`config.mk`:
```
export PLATFORM = sky130hd
export DESIGN_NAME = ext_ram_ctrl
export DESIGN_NICKNAME = d
export VERILOG_FILES = /design/src/rtl/ext_ram_ctrl.sv
export SDC_FILE = /design/constraint.sdc
export NUM_CORES = 1
export LEC_CHECK = 0
export CORE_UTILIZATION = 30
export DETAILED_ROUTE_END_ITERATION = 12
export PLACE_DENSITY_LB_ADDON = 0.15
export SYNTH_ARGS = -nofsm -noshare
export SYNTH_HDL_FRONTEND = slang
export SYNTH_SLANG_ARGS = --single-unit
```
`constraint.sdc`:
```
create_clock -name clk -period 2.5 [get_ports clk]
set_input_delay 0.375 -clock clk [delete_from_list [all_inputs] [get_ports clk]]
set_output_delay 0.375 -clock clk [all_outputs]
set_load 0.05 [all_outputs]
```
`src/rtl/ext_ram_ctrl.sv`:
```
// Extrinsic-RAM sequencer: one frame-length LOAD, CLEAR or DUMP per start; RAM port registered (+1 cycle), read data +2.
// LOAD stalls on in_valid, DUMP stalls on out_ready via a 4-entry FIFO whose space is reserved at read issue.
module ext_ram_ctrl #(
  parameter int DATA_WIDTH = 8,
  parameter int ADDR_WIDTH = 8,
  parameter int FRAME_LEN  = 256
) (
  input  logic                  clk,
  input  logic                  rst_n,
  input  logic                  start,
  input  logic [1:0]            mode,
  output logic                  busy,
  output logic                  done,
  input  logic [DATA_WIDTH-1:0] in_data,
  input  logic                  in_valid,
  output logic                  in_ready,
  output logic [DATA_WIDTH-1:0] out_data,
  output logic                  out_valid,
  input  logic                  out_ready,
  output logic [ADDR_WIDTH-1:0] ram_address,
  output logic [DATA_WIDTH-1:0] ram_data_in,
  output logic                  ram_we,
  output logic                  ram_cs,
  input  logic [DATA_WIDTH-1:0] ram_data_out
);

  localparam logic [2:0] S_IDLE  = 3'd0;
  localparam logic [2:0] S_LOAD  = 3'd1;
  localparam logic [2:0] S_CLEAR = 3'd2;
  localparam logic [2:0] S_DUMP  = 3'd3;
  localparam logic [2:0] S_DONE  = 3'd4;

  localparam logic [ADDR_WIDTH:0] CNT_ONE  = (ADDR_WIDTH+1)'(1);
  localparam logic [ADDR_WIDTH:0] LAST_IDX = (ADDR_WIDTH+1)'(FRAME_LEN - 1);
  localparam logic [ADDR_WIDTH:0] FLEN     = (ADDR_WIDTH+1)'(FRAME_LEN);

  logic [2:0]            state;
  logic [ADDR_WIDTH:0]   cnt;
  logic [ADDR_WIDTH:0]   pop_cnt;
  logic                  rd_pend1;
  logic                  rd_pend2;
  logic [1:0]            outstanding;
  logic [DATA_WIDTH-1:0] fifo_mem [4];
  logic [1:0]            wr_ptr;
  logic [1:0]            rd_ptr;
  logic [2:0]            fifo_count;
  logic                  load_beat;
  logic                  clr_wr;
  logic                  rd_issue;
  logic                  push;
  logic                  pop;

  assign busy      = (state == S_LOAD) || (state == S_CLEAR) || (state == S_DUMP);
  assign done      = (state == S_DONE);
  assign in_ready  = (state == S_LOAD);
  assign load_beat = in_ready && in_valid;
  assign clr_wr    = (state == S_CLEAR);

  // A read is only issued if the FIFO can hold it together with every read still in flight.
  assign outstanding = {1'b0, rd_pend1} + {1'b0, rd_pend2};
  assign rd_issue    = (state == S_DUMP) && (cnt < FLEN) &&
                       (({1'b0, fifo_count} + {2'b00, outstanding}) < 4'd4);
  assign push        = rd_pend2;
  assign out_valid   = (fifo_count != 3'd0);
  assign pop         = out_valid && out_ready;
  assign out_data    = out_valid ? fifo_mem[rd_ptr] : '0;

  always_ff @(posedge clk or negedge rst_n) begin
    if (!rst_n) begin
      state   <= S_IDLE;
      cnt     <= '0;
      pop_cnt <= '0;
    end else begin
      case (state)
        S_IDLE: begin
          cnt     <= '0;
          pop_cnt <= '0;
          if (start) begin
            case (mode)
              2'b00:   state <= S_LOAD;
              2'b01:   state <= S_CLEAR;
              2'b10:   state <= S_DUMP;
              default: state <= S_IDLE;
            endcase
          end
        end
        S_LOAD: begin
          if (load_beat) begin
            cnt <= cnt + CNT_ONE;
            if (cnt == LAST_IDX) state <= S_DONE;
          end
        end
        S_CLEAR: begin
          cnt <= cnt + CNT_ONE;
          if (cnt == LAST_IDX) state <= S_DONE;
        end
        S_DUMP: begin
          if (rd_issue) cnt <= cnt + CNT_ONE;
          if (pop) begin
            pop_cnt <= pop_cnt + CNT_ONE;
            if (pop_cnt == LAST_IDX) state <= S_DONE;
          end
        end
        S_DONE:  state <= S_IDLE;
        default: state <= S_IDLE;
      endcase
    end
  end

  always_ff @(posedge clk or negedge rst_n) begin
    if (!rst_n) begin
      ram_cs      <= 1'b0;
      ram_we      <= 1'b0;
      ram_address <= '0;
      ram_data_in <= '0;
      rd_pend1    <= 1'b0;
      rd_pend2    <= 1'b0;
    end else begin
      ram_cs   <= load_beat || clr_wr || rd_issue;
      ram_we   <= load_beat || clr_wr;
      rd_pend1 <= rd_issue;
      rd_pend2 <= rd_pend1;
      if (load_beat || clr_wr || rd_issue) ram_address <= cnt[ADDR_WIDTH-1:0];
      if (load_beat)   ram_data_in <= in_data;
      else if (clr_wr) ram_data_in <= '0;
    end
  end

  always_ff @(posedge clk or negedge rst_n) begin
    if (!rst_n) begin
      wr_ptr     <= '0;
      rd_ptr     <= '0;
      fifo_count <= '0;
      for (int i = 0; i < 4; i++) fifo_mem[i] <= '0;
    end else begin
      if (push) begin
        fifo_mem[wr_ptr] <= ram_data_out;
        wr_ptr           <= wr_ptr + 2'd1;
      end
      if (pop) rd_ptr <= rd_ptr + 2'd1;
      case ({push, pop})
        2'b10:   fifo_count <= fifo_count + 3'd1;
        2'b01:   fifo_count <= fifo_count - 3'd1;
        default: fifo_count <= fifo_count;
      endcase
    end
  end

endmodule
```
* Yosys cells after proc, flatten, opt, wreduce, memory -nomap -nowiden
Index checks and enable logic that the tools add are counted.
** Word-level totals
- Bits in registers :: 80
- Output and inout port bits :: 30
** Cells by class
- Add/sub/neg operators :: 8
- Order comparisons :: 5
- Eq/ne operators :: 15
- Multiplexer cells :: 22
- Bitwise logic cells :: 2
- Reduce and logical (&&, ||, !) cells :: 19
** Operators with widths (count)
- 8-bit 2-to-1 mux :: 6
- 9-bit case mux with 4 select lines :: 1
- 32-bit bitwise mux :: 1
- 9-bit 2-to-1 mux :: 3
- 9-bit by 1-bit adder with 9-bit output, second input constant :: 2
- 9-bit by 8-bit == test with 1-bit output, second input constant :: 2
- 9-bit case mux with 2 select lines :: 1
- 8-bit binary-select mux with 2-bit select :: 1
- 8-bit demux with 2-bit select :: 1
- 3-bit 2-to-1 mux :: 5
- 3-bit case mux with 4 select lines :: 1
- 9-bit less-than comparator, second input constant :: 1
- 3-bit by 2-bit == test with 1-bit output, second input constant :: 2
- 3-bit >= comparator, second input constant :: 2
- 2-bit inequality test, second input constant :: 3
- 2-bit NOT with 3-bit output :: 2
- 2-bit case mux with 3 select lines :: 1
- 3-bit case mux with 2 select lines :: 1
- 2-bit nonzero test :: 3
- 1-bit logical AND :: 5
- 2-bit by 1-bit adder with 2-bit output, second input constant :: 2
- 3-bit by 2-bit adder with 4-bit output :: 1
- 2-bit by 1-bit == test with 1-bit output, second input constant :: 2
- 2-bit == test, second input constant :: 2
- 16 further kinds :: 20

* Depth between registers and ports, before layout
- Word-level depth :: 6
- Mapped depth :: 8

* Worst setup path before layout
OpenSTA, ideal clock, no wires.
- Kind :: flip-flop to flip-flop
- Start point :: reg state[1]
- End point :: reg ram_data_in[0]
- Setup time :: 0.067 ns
- Arrival :: 2.436 ns
- Required time :: 2.433 ns
- Slack :: -0.003 ns
- Cell stages (with the launch flop) :: 6
- Buffers on the path :: 2
- Period minus slack after synthesis :: 2.503 ns
- Path through :: dfrtp_1 clkbuf_1 nor3b_1 and2_1 clkbuf_1 a22o_1
** Between the ends
- Word-level cells in the longest chain between the ends :: 3
** RTL lines
- start: declaration :: line 37 : logic [2:0] state;
- start signal: assignment :: line 70 : state <= S_IDLE;
- start signal: assignment :: line 80 : 2'b00: state <= S_LOAD;
- start signal: assignment :: line 81 : 2'b01: state <= S_CLEAR;
- 3-bit by 1-bit == test with 1-bit output (*) :: line 55 : assign in_ready = (state == S_LOAD);
- net in_ready :: line 16 : output logic in_ready,
- 1-bit logical AND (*) :: line 56 : assign load_beat = in_ready && in_valid;
- 8-bit 2-to-1 mux / 2-bit nonzero test (equally long branches)
- end signal: assignment :: line 124 : if (load_beat) ram_data_in <= in_data;
- end: declaration :: line 21 : output logic [DATA_WIDTH-1:0] ram_data_in,
Mark *: on every way through the listed nets, which the timed path passes. The rest lies on a longest branch.
A chain may end at the register's enable or synchronous reset.

* Worst setup path in the final report
- Start point :: reg state[1]
- End point :: out in_ready
** Between the ends
- Word-level cells in the longest chain between the ends :: 1
** RTL lines (line)
- 3-bit by 1-bit == test with 1-bit output :: 55
- end: declaration :: 16
Every way passes these cells.

==> results.py <==
metrics = {
    "place": {
        "hpwlAfterDp_mm": 5.63,
        "placed_area_sq_mm": 0.00448,
        "port_buffers": 52,
        "post-place-cells": 520,
        "routabilityCongestion": 0.773,
    },
    "timing": {
        "tns_ns": 0,
        "drv_slew": 0,
        "setup_viol": 0,
        "tightest_slew_ns": 0.554,
        "rsz0062_at_grt": "false",
        "max_slew_margin_pct": 62.8,
        "fin_skew_ns": 0.00735,
        "fmax_mhz": 425,
        "period_share_pct": 94.1,
        "min_period_ns": 2.35,
        "hold_viol": 0,
    },
    "final_layout": {
        "fin_util_pct": 39.6,
        "nFillCells": 1218,
        "area_growth_pct": 27.9,
        "antenna_cells": 0,
        "drive_gt1_share_pct": 23.4,
        "postLayoutCellArea_sq_mm": 0.00480,
        "fin_cells": 536,
        "fin_nets": 399,
        "area.sequential_sq_mm": 0.00200,
        "multi_input_area_sq_mm": 0.00165,
    },
    "logic_synthesis": {
        "netlist_instances": 302,
        "yosysSeqAreaShare_pct": 53.4,
        "synthArstFlopShare_pct": 100,
        "synth-edff-count": 0,
        "synthXorXnorAreaFrac_pct": 1.87,
        "syn_area_per_cell_sq_um": 12.4,
        "netlist_area_sq_mm": 0.00375,
        "synth_cell_types": 45,
        "synth_top_family_by_area": "multiplexers",
        "synth_top_area_share_pct": 53.4,
        "syn-num-nets": 338,
        "ys_ff_latch": 80,
        "yosys.area_share.adder_pct": 4.54,
        "synth_compound_area_share_pct": 7.40,
        "netlist_top_cells_area": "dfrtp_1, mux2_2, mux4_2, ha_1, nand2_1",
        "synth_top_area_cell": "dfrtp_1",
        "yosys.area_share.simple_pct": 11.8,
        "synth_commonest_cells": "dfrtp_1, mux2_2, nand2_1",
        "synth_most_common_cell": "dfrtp_1",
        "synth_mux_area_share_pct": 18.1,
        "synth_ff_type": "dfrtp_1",
        "ys_warn_count": 0,
    },
    "clock_tree": {
        "hold_buffers": 0,
        "cts_root_buf": "clkbuf_16",
        "clk_pin_slew_worst_paths_ns": 0.06,
        "cts_setup_buffers": 0,
        "clock-sinks": 80,
        "numCtsBuffers": 9,
        "h-tree-depth": 3,
        "cts.path.max_buffers": 2,
        "cts_resized": 0,
        "insertion_delay_ns": 0.33,
        "cts_tree": "yes",
    },
    "route": {
        "wl_mm": 7.93,
        "wl_per_cell_um": 14.8,
        "viasPerCell": 4.70,
        "drt_first_pass_iters": 4,
        "drt-initial-drc-count": 80,
        "vias": 2521,
        "ant_nets": 0,
        "drcViolationCount": 0,
    },
    "worst_setup_path": {
        "path_cells": "nor3b_2 -> clkdlybuf4s50_1",
        "worst-setup-path-type": "reg2out",
        "required_ns": 2.12,
        "arrival_ns": 1.98,
        "critPathTopFamily": "buffers and inverters",
        "cp_num_cells": 2,
        "slowest_stage": "clkdlybuf4s50_1",
        "critPathMaxStageDelay_ns": 0.84,
        "cp-end-kind": "output port",
        "crit_buf_inv": 1,
        "path_max_fanout": 16,
        "reg2reg_depth": 4,
        "crit_start": "state[1]",
        "r2r-start": "state[1]",
        "start_kind": "flip-flop",
    },
    "global_routing": {
        "grt_antenna_before_repair": 0,
        "grt_start_max_net_pins": 37,
        "grt_usage_pct": 13.5,
        "grt_pass1_vias": 2657,
        "grt_first_pass_wirelength_mm": 13.6,
        "grt-ovfl-total": 0,
    },
    "pwr": {
        "ir_drop_v": 0.000835,
        "leakage_nw": 2.11,
        "powerDensity_mw_per_mm2": 1370,
    },
    "die": {
        "core_sq_mm": 0.0121,
        "die_h_um": 114,
        "dieWidth_um": 114,
        "start_util_pct": 31.0,
        "ios": 53,
        "fp.dieArea_sq_mm": 0.0130,
        "rows": 40,
    },
    "job": {
        "cap_violations": 0,
    },
    "status": {
        "status": "finished, final reports clean",
    },
    "hold_path": {
        "holdCritPathClass": "in2async",
    },
}
-- routing by layer --
metal  wire length [um]  vias to the layer above  share of wire, %  track usage [%]
li1                   -                     1210                 -                -
met3                298                        9               3.8             3.67
met2               3810                       44                48             22.1
met1               3720                     1258                47             17.4
met5                  0                        -                 0                0
met4                101                        0               1.3             4.59
-- flip-flops by register name, indices dropped and copies added, names as in the netlist --
name / cells
cnt: 9
fifo_count: 3
fifo_mem: 32
pop_cnt: 9
push: 1
ram_address: 8
ram_cs: 1
ram_data_in: 8
ram_we: 1
rd_pend1: 1
rd_ptr: 2
state: 3
wr_ptr: 2
-- layout by cell type, fill, tap and decap left out, types with 4 or more instances in the layout --
cell type / netlist / layout
buf_4: 0 / 20
inv_1: 14 / 14
nand3_1: 7 / 7
o31ai_1: 6 / 6
mux2_2: 40 / 40
clkbuf_16: 0 / 9
nor2_1: 11 / 11
xnor2_1: 4 / 4
mux2i_1: 5 / 5
mux4_2: 8 / 8
clkdlybuf4s50_1: 0 / 40
ha_1: 12 / 12
a21oi_1: 7 / 7
nor2b_1: 9 / 9
dfrtp_1: 80 / 80
xor2_1: 4 / 4
or4_1: 4 / 4
o21ai_0: 6 / 6
nand2_1: 25 / 25
a22o_1: 9 / 9
-- area by class of cell --
type,count,share of cell area (%)
Sequential cell,80,41.7
Multi-Input combinational cell,197,34.3
Timing Repair Buffer,61,11.9
Clock buffer,13,5.22
Tap cell,168,4.38
Clock inverter,3,1.36
Inverter,14,1.10
-- final timing paths --
kind,endpoint,slack [ns]
max reg2reg,cnt[5],0.38
min in group clk,push,0.38
min,fifo_mem[28],0.01
min reg2reg,push,0.38
max,in_ready,0.15
max in group asynchronous,pop_cnt[0],1.86
-- logic make-up after synthesis --
| family | after synthesis |
|---|---|
| buffers and inverters | 25 |
| DFF | 80 |
| and+or+nand+nor | 84 |
| adders and majority gates | 13 |
| xor gates and xnor gates | 8 |
| muxes | 53 |
| AOI/OAI and AO/OA | 39 |
-- through the flow --
stage / setup slack [ns] / power [W] / hold WS, ns
floorplan: 0.531 / 0.00435 / 0.0794
global placement: 0.322 / 0.00520 / 0.376
detailed placement: 0.257 / 0.00526 / 0.371
CTS: 0.129 / 0.00669 / 0.0290
global route: 0.0506 / 0.00700 / 0.0483
finish: 0.148 / 0.00658 / 0.0105
-- where the power goes --
part | switching, W | leakage [nW] | internal [W]
logic | 0.00173 | 0.952 | 0.00130
clock network | 0.000495 | 0.154 | 0.000902
registers | 0.000373 | 1.01 | 0.00178
total | 0.00260 | 2.11 | 0.00398
No activity file was read; power rests on OpenSTA's default activity.
